$ cat src/rtl/axi_write_burst.sv
`default_nettype none
// ============================================================================
// Module   : axi_write_burst
// Purpose  : AXI4 write master that drains a stream into a circular memory
//            region as fixed-length INCR bursts. Frames ending mid-burst are
//            padded with null-strobe beats; write responses are checked.
// Ports    : aclk, areset            - clock, async active-high reset
//            s_wr_t*                 - input stream (data/valid/last/ready)
//            m_axi_aw*               - AXI4 write address channel
//            m_axi_w*                - AXI4 write data channel
//            m_axi_b*                - AXI4 write response channel
//            frame_done              - pulse: burst holding a tlast was acked
//            wr_err                  - sticky: a non-OKAY response was seen
//            busy                    - FSM is not idle
// Revision : 1.0 - initial release
// ============================================================================
module axi_write_burst #(
    parameter int                    ADDR_WIDTH   = 32,
    parameter int                    DATA_WIDTH   = 64,
    parameter int                    BURST_LEN    = 16,
    parameter logic [ADDR_WIDTH-1:0] BASE_ADDR    = 'h1000_0000,
    parameter logic [ADDR_WIDTH-1:0] REGION_BYTES = 'h0100_0000
) (
    input  logic                    aclk,
    input  logic                    areset,
    // Input stream
    input  logic [DATA_WIDTH-1:0]   s_wr_tdata,
    input  logic                    s_wr_tvalid,
    input  logic                    s_wr_tlast,
    output logic                    s_wr_tready,
    // AW channel
    output logic                    m_axi_awid,
    output logic [ADDR_WIDTH-1:0]   m_axi_awaddr,
    output logic [7:0]              m_axi_awlen,
    output logic [2:0]              m_axi_awsize,
    output logic [1:0]              m_axi_awburst,
    output logic                    m_axi_awlock,
    output logic [3:0]              m_axi_awcache,
    output logic [2:0]              m_axi_awprot,
    output logic [3:0]              m_axi_awqos,
    output logic                    m_axi_awvalid,
    input  logic                    m_axi_awready,
    // W channel
    output logic [DATA_WIDTH-1:0]   m_axi_wdata,
    output logic [DATA_WIDTH/8-1:0] m_axi_wstrb,
    output logic                    m_axi_wlast,
    output logic                    m_axi_wvalid,
    input  logic                    m_axi_wready,
    // B channel
    input  logic                    m_axi_bid,
    input  logic [1:0]              m_axi_bresp,
    input  logic                    m_axi_bvalid,
    output logic                    m_axi_bready,
    // Status
    output logic                    frame_done,
    output logic                    wr_err,
    output logic                    busy
);

    localparam int                    c_STRB_W      = DATA_WIDTH / 8;
    localparam int                    c_CNT_W       = (BURST_LEN > 1) ? $clog2(BURST_LEN) : 1;
    localparam logic [c_CNT_W-1:0]    c_LAST_BEAT   = c_CNT_W'(BURST_LEN - 1);
    localparam logic [ADDR_WIDTH-1:0] c_BURST_BYTES = ADDR_WIDTH'(BURST_LEN * c_STRB_W);
    // Wraps naturally at ADDR_WIDTH when the region ends at the top of memory,
    // matching the equally truncated pointer increment.
    localparam logic [ADDR_WIDTH-1:0] c_REGION_END  = BASE_ADDR + REGION_BYTES;
    localparam logic [7:0]            c_AWLEN       = 8'(BURST_LEN - 1);
    localparam logic [2:0]            c_AWSIZE      = 3'($clog2(c_STRB_W));

    localparam logic [1:0] c_ST_IDLE = 2'd0;
    localparam logic [1:0] c_ST_ADDR = 2'd1;
    localparam logic [1:0] c_ST_DATA = 2'd2;
    localparam logic [1:0] c_ST_RESP = 2'd3;

    logic [1:0]            r_state;
    logic [1:0]            w_state_next;
    logic [c_CNT_W-1:0]    r_beat_cnt;
    logic                  r_pad;
    logic                  r_frame_in_burst;
    logic [ADDR_WIDTH-1:0] r_ptr;
    logic                  r_frame_done;
    logic                  r_wr_err;

    logic                  w_is_last;
    logic                  w_w_fire;
    logic                  w_in_fire;
    logic                  w_b_fire;
    logic [ADDR_WIDTH-1:0] w_ptr_inc;
    logic                  w_unused;

    // The single outstanding burst makes the response ID irrelevant.
    assign w_unused = m_axi_bid;

    assign w_is_last = (r_beat_cnt == c_LAST_BEAT);
    assign w_w_fire  = m_axi_wvalid & m_axi_wready;
    assign w_in_fire = s_wr_tvalid & s_wr_tready;
    assign w_b_fire  = (r_state == c_ST_RESP) & m_axi_bvalid;
    assign w_ptr_inc = r_ptr + c_BURST_BYTES;

    // ------------------------------------------------------------------
    // FSM: state register
    // ------------------------------------------------------------------
    always_ff @(posedge aclk or posedge areset) begin
        if (areset) begin
            r_state <= c_ST_IDLE;
        end else begin
            r_state <= w_state_next;
        end
    end

    // ------------------------------------------------------------------
    // FSM: next-state logic
    // ------------------------------------------------------------------
    always_comb begin
        w_state_next = r_state;
        case (r_state)
            c_ST_IDLE: if (s_wr_tvalid)             w_state_next = c_ST_ADDR;
            c_ST_ADDR: if (m_axi_awready)           w_state_next = c_ST_DATA;
            c_ST_DATA: if (w_w_fire && w_is_last)   w_state_next = c_ST_RESP;
            c_ST_RESP: if (m_axi_bvalid)            w_state_next = c_ST_IDLE;
            default:                                w_state_next = c_ST_IDLE;
        endcase
    end

    // ------------------------------------------------------------------
    // FSM: outputs. The W channel is a combinational pass-through of the
    // stream; pad beats are self-generated and do not consume input.
    // ------------------------------------------------------------------
    always_comb begin
        m_axi_awvalid = 1'b0;
        m_axi_wvalid  = 1'b0;
        m_axi_wlast   = 1'b0;
        m_axi_wdata   = '0;
        m_axi_wstrb   = '0;
        m_axi_bready  = 1'b0;
        s_wr_tready   = 1'b0;
        case (r_state)
            c_ST_ADDR: m_axi_awvalid = 1'b1;
            c_ST_DATA: begin
                m_axi_wvalid = r_pad | s_wr_tvalid;
                s_wr_tready  = m_axi_wready & ~r_pad;
                m_axi_wdata  = r_pad ? '0 : s_wr_tdata;
                m_axi_wstrb  = r_pad ? '0 : '1;
                m_axi_wlast  = w_is_last;
            end
            c_ST_RESP: m_axi_bready = 1'b1;
            default: ;
        endcase
    end

    assign busy = (r_state != c_ST_IDLE);

    // ------------------------------------------------------------------
    // Beat counter, padding and frame tracking
    // ------------------------------------------------------------------
    always_ff @(posedge aclk or posedge areset) begin
        if (areset) begin
            r_beat_cnt       <= '0;
            r_pad            <= 1'b0;
            r_frame_in_burst <= 1'b0;
        end else begin
            if ((r_state == c_ST_DATA) && w_w_fire) begin
                if (w_is_last) begin
                    r_beat_cnt <= '0;
                    r_pad      <= 1'b0;
                end else begin
                    r_beat_cnt <= r_beat_cnt + c_CNT_W'(1);
                    // tlast on a non-final beat: fill the rest with null beats
                    if (w_in_fire && s_wr_tlast) begin
                        r_pad <= 1'b1;
                    end
                end
            end
            if (w_b_fire) begin
                r_frame_in_burst <= 1'b0;
            end else if (w_in_fire && s_wr_tlast) begin
                r_frame_in_burst <= 1'b1;
            end
        end
    end

    // ------------------------------------------------------------------
    // Circular address pointer and response status
    // ------------------------------------------------------------------
    always_ff @(posedge aclk or posedge areset) begin
        if (areset) begin
            r_ptr        <= BASE_ADDR;
            r_frame_done <= 1'b0;
            r_wr_err     <= 1'b0;
        end else begin
            r_frame_done <= w_b_fire & r_frame_in_burst;
            if (w_b_fire) begin
                r_ptr <= (w_ptr_inc == c_REGION_END) ? BASE_ADDR : w_ptr_inc;
                if (m_axi_bresp != 2'b00) begin
                    r_wr_err <= 1'b1;
                end
            end
        end
    end

    assign frame_done    = r_frame_done;
    assign wr_err        = r_wr_err;

    assign m_axi_awaddr  = r_ptr;
    assign m_axi_awid    = 1'b0;
    assign m_axi_awlen   = c_AWLEN;
    assign m_axi_awsize  = c_AWSIZE;
    assign m_axi_awburst = 2'b01;
    assign m_axi_awlock  = 1'b0;
    assign m_axi_awcache = 4'b0011;
    assign m_axi_awprot  = 3'b000;
    assign m_axi_awqos   = 4'b0000;

endmodule
`default_nettype wire

$ cat config.mk
export PLATFORM = sky130hd
export DESIGN_NAME = axi_write_burst
export DESIGN_NICKNAME = d
export VERILOG_FILES = /design/src/rtl/axi_write_burst.sv
export SDC_FILE = /design/constraint.sdc
export NUM_CORES = 1
export LEC_CHECK = 0
export ABC_AREA = 0
export BUFFER_PORTS_ARGS = -buffer_cell sky130_fd_sc_hd__buf_4
export CAP_MARGIN = 25
export CORE_UTILIZATION = 25
export CTS_BUF_LIST = sky130_fd_sc_hd__clkbuf_16
export DETAILED_ROUTE_END_ITERATION = 16
export SLEW_MARGIN = 40
export SYNTH_ARGS = -nofsm -noshare
export SYNTH_HDL_FRONTEND = slang
export SYNTH_SLANG_ARGS = --single-unit
$ cat constraint.sdc
create_clock -name aclk -period 2 [get_ports aclk]
set_input_delay 0.3 -clock aclk [delete_from_list [all_inputs] [get_ports aclk]]
set_output_delay 0.3 -clock aclk [all_outputs]
set_load 0.01 [all_outputs]
==> run_summary.xml <==
<?xml version="1.0" encoding="UTF-8"?>
<metrics>
  <group name="status">
    <metric name="outcome" unit="">finished with violations</metric>
    <metric name="failed_checks" unit="">negative setup slack</metric>
  </group>
  <group name="worst_setup_path">
    <metric name="criticalPathCategory" unit="">reg -&gt; out</metric>
    <metric name="worstSetupStartpointType" unit="">flop</metric>
    <metric name="slowest_cell_delay_on_critical_path" unit="ns">0.40</metric>
    <metric name="end_kind" unit="">output port</metric>
    <metric name="ordered_cell_list_for_the_critical_path" unit="">inv_2 &gt; ha_4 &gt; nor2b_4 &gt; buf_6 &gt; buf_12 &gt; clkbuf_16 &gt; and2_4 &gt; buf_6</metric>
    <metric name="worst-endpoint-arrival" unit="ns">1.72</metric>
    <metric name="critPathSlowestCell" unit="">dfrtp_1</metric>
    <metric name="crit_start" unit="">r_state[0]$_DFFE_PP0P_</metric>
    <metric name="crit_top_cell" unit="">buf_6</metric>
    <metric name="worstPathBufferInverterCount" unit="">5</metric>
    <metric name="critical_path.max_fanout" unit="">5</metric>
    <metric name="required" unit="ns">1.70</metric>
    <metric name="crit_family" unit="">buffers and inverters</metric>
    <metric name="worstReg2RegStart" unit="">m_axi_awaddr[7]$_DFFE_PP0P_</metric>
  </group>
  <group name="cells_and_area">
    <metric name="most_common_cell_after_layout_fill_and_taps_aside" unit="">buf_4</metric>
    <metric name="fin_nets" unit="">626</metric>
    <metric name="layout-drive-gt1-share" unit="">0.502</metric>
    <metric name="register_area" unit="µm²">878</metric>
    <metric name="mostFrequentLayoutCells" unit="">198 x buf_4, 51 x and2_1, 33 x conb_1, 33 x dfrtp_1, 25 x nand2_1</metric>
    <metric name="num-fill-cells" unit="">1073</metric>
    <metric name="multi_input_comb_area" unit="mm²">0.00177</metric>
    <metric name="diodes" unit="">0</metric>
    <metric name="syn2layout_area_growth" unit="%">76.3</metric>
    <metric name="layout.cell_area.non_filler" unit="mm²">0.00490</metric>
    <metric name="instances_no_fill" unit="">686</metric>
  </group>
  <group name="place">
    <metric name="port-buffer-count" unit="">177</metric>
    <metric name="dpl_worst_slack" unit="ns">-0.141</metric>
    <metric name="gp_routability_congestion" unit="">0.834</metric>
    <metric name="post_dp_area" unit="mm²">0.00433</metric>
    <metric name="hpwl" unit="mm">7.59</metric>
    <metric name="numPlacedInstances" unit="">662</metric>
  </group>
  <group name="sta">
    <metric name="worst_slack" unit="ns">-0.0232</metric>
    <metric name="hold_ws" unit="ns">0.128</metric>
    <metric name="rsz0062_at_grt" unit="">true</metric>
    <metric name="clock-skew-final" unit="ns">0.00852</metric>
    <metric name="post-route-min-period" unit="ns">2.02</metric>
    <metric name="finalHoldViolations" unit="">0</metric>
    <metric name="final-max-slew-violation-count" unit="">0</metric>
    <metric name="maxClockFrequency" unit="MHz">494</metric>
    <metric name="share_of_the_clock_period_used_by_the_worst_path" unit="">1.01</metric>
    <metric name="final-setup-viol-count" unit="">10</metric>
  </group>
  <group name="power">
    <metric name="total_leakage_power" unit="nW">2.56</metric>
    <metric name="powerDensity" unit="mW/mm²">801</metric>
    <metric name="max-vdd-ir-drop" unit="mV">0.323</metric>
    <metric name="total_power" unit="mW">3.92</metric>
  </group>
  <group name="floorplanning">
    <metric name="initial_utilization" unit="">0.256</metric>
    <metric name="std_cell_rows" unit="">38</metric>
    <metric name="floorplan.die_area" unit="mm²">0.0115</metric>
    <metric name="number_of_top_level_pins" unit="">212</metric>
    <metric name="horizontal_die_dimension" unit="µm">107</metric>
    <metric name="floorplan.core_area" unit="mm²">0.0108</metric>
    <metric name="die_height" unit="µm">107</metric>
  </group>
  <group name="logic_synthesis">
    <metric name="netlist_area" unit="mm²">0.00278</metric>
    <metric name="yosys_register_bits" unit="">35</metric>
    <metric name="postSynthAreaPerCell" unit="µm²">8.32</metric>
    <metric name="yosys_most_used_dff" unit="">dfrtp_1</metric>
    <metric name="netlist_instances" unit="">334</metric>
    <metric name="seq_area_frac_synth" unit="">0.316</metric>
    <metric name="post_synthesis_async_set_or_reset_flop_share" unit="">1.00</metric>
    <metric name="yosys_warnings" unit="">0</metric>
    <metric name="synth-edff-count" unit="">0</metric>
    <metric name="synth_cell_types" unit="">44</metric>
  </group>
  <group name="global_routing">
    <metric name="wire_length_of_the_first_global_routing_pass" unit="mm">15.3</metric>
    <metric name="overflow" unit="">0</metric>
    <metric name="global_route.usage.total" unit="">0.167</metric>
    <metric name="grt_antenna_before_repair" unit="">0</metric>
    <metric name="maximum_number_of_pins_on_one_net_before_global_route_repair" unit="">37</metric>
    <metric name="number_of_global_route_vias_before_repair" unit="">3034</metric>
  </group>
  <group name="clocking">
    <metric name="clockRootBuffer" unit="">clkbuf_16</metric>
    <metric name="tritoncts_clock_tree" unit="">yes</metric>
    <metric name="insertion_delay" unit="ns">0.28</metric>
    <metric name="clock_sink_count" unit="">35</metric>
    <metric name="clk_transition_reported_paths" unit="ns">0.06</metric>
    <metric name="h-tree-depth" unit="">2</metric>
    <metric name="numCtsBuffers" unit="">5</metric>
    <metric name="cts-root-to-sink-buffers" unit="">2</metric>
    <metric name="postCtsHoldBufs" unit="">0</metric>
  </group>
  <group name="route">
    <metric name="post_drt_wl_per_cell" unit="µm">15.1</metric>
    <metric name="detailedRoute.firstPassIterationCount" unit="">4</metric>
    <metric name="drt_wl_total" unit="mm">10.4</metric>
    <metric name="drtIter0Drc" unit="">98</metric>
    <metric name="num_vias" unit="">3019</metric>
    <metric name="drt-vias-per-instance" unit="">4.40</metric>
    <metric name="post-route-drc-count" unit="">0</metric>
    <metric name="detail-route-antenna-nets" unit="">0</metric>
  </group>
  <group name="hold_path">
    <metric name="hold_class" unit="">in -&gt; async</metric>
  </group>
  <group name="flow_run">
    <metric name="max_cap_viol_count" unit="">0</metric>
  </group>
</metrics>
[worst paths after layout]
kind	to	slack, ns	depth (start not counted)
worst min register to register	wr_err$_DFFE_PP0P_	0.48	1
worst min-delay path	m_axi_awaddr[10]$_DFFE_PP0P_	0.13	3
worst max register to register	m_axi_awaddr[24]$_DFFE_PP0P_	-0.01	7
max in group asynchronous	m_axi_awaddr[28]$_DFFE_PP1P_	1.51	3
worst max-delay path	m_axi_wdata[10]	-0.02	8
min in group aclk	r_pad$_DFFE_PP0P_	0.24	2
[through the flow]
stage	util	setup TNS (ns)
2_1_floorplan	-	-0.559
3_3_place_gp	0.399	-0.144
3_5_place_dp	0.399	-0.169
4_1_cts	0.430	-0.368
5_1_grt	0.452	-2.53
6_report	0.452	-0.148
[tightest hold or removal path, stage by stage]
cell	delay, ns
buf_4	0.10
inv_1	0.04
buf_4	0.40
[sequential cells by signal, summed over array words and instances (netlist names)]
signal            count
frame_done            1
r_pad                 1
r_beat_cnt            4
m_axi_awaddr         25
r_state               2
wr_err                1
r_frame_in_burst      1
[cell type report]
class | count | share of cell area
Clock inverter | 3 | 0.00409
Inverter | 11 | 0.00843
Multi-Input combinational cell | 266 | 0.362
Tap cell | 140 | 0.0358
Sequential cell | 35 | 0.179
Timing Repair Buffer | 226 | 0.385
Clock buffer | 5 | 0.0255
[layer usage]
metal	share of wire	wire length, µm	track usage	up-vias
li1	-	-	-	1450
met1	0.38	3940	0.185	1436
met2	0.53	5500	0.311	122
met3	0.077	796	0.0478	11
met4	0.013	133	0.0431	0
met5	0	0	0	-
[logic make-up after synthesis]
kind of cell             count (synthesis)  synth area share
AND/OR/NAND/NOR                        163             0.325
adder cells (fa/ha/maj)                  7            0.0315
AO/OA/AOI/OAI                           26            0.0648
buffers and inverters                   65             0.145
flip-flops                              35             0.316
other                                    2           0.00270
XOR/XNOR                                33             0.104
multiplexers                             3            0.0113
[where the power goes]
group | total (mW) | switching (mW) | internal [mW]
clock network | 0.769 | 0.310 | 0.459
logic | 2.19 | 0.954 | 1.24
registers | 0.966 | 0.123 | 0.843
total | 3.92 | 1.39 | 2.54
[what timing repair did]
item	CTS	global route
pin swaps	6	28
setup buffers	7	3
gates resized for setup	11	47
cloned	3	3
endpoints found under the setup margin	74	56
[cells in the mapped netlist (all sizes together), types with 8 or more instances]
master	number	area share
and2	70	0.16
and3	8	0.018
buf	42	0.11
clkbuf	12	0.016
dfrtp	34	0.31
inv	11	0.015
nand2	26	0.035
nand3	11	0.022
nor2	17	0.023
nor3	10	0.018
xnor2	20	0.063
xor2	13	0.041
No activity file was read; power rests on OpenSTA's default activity.
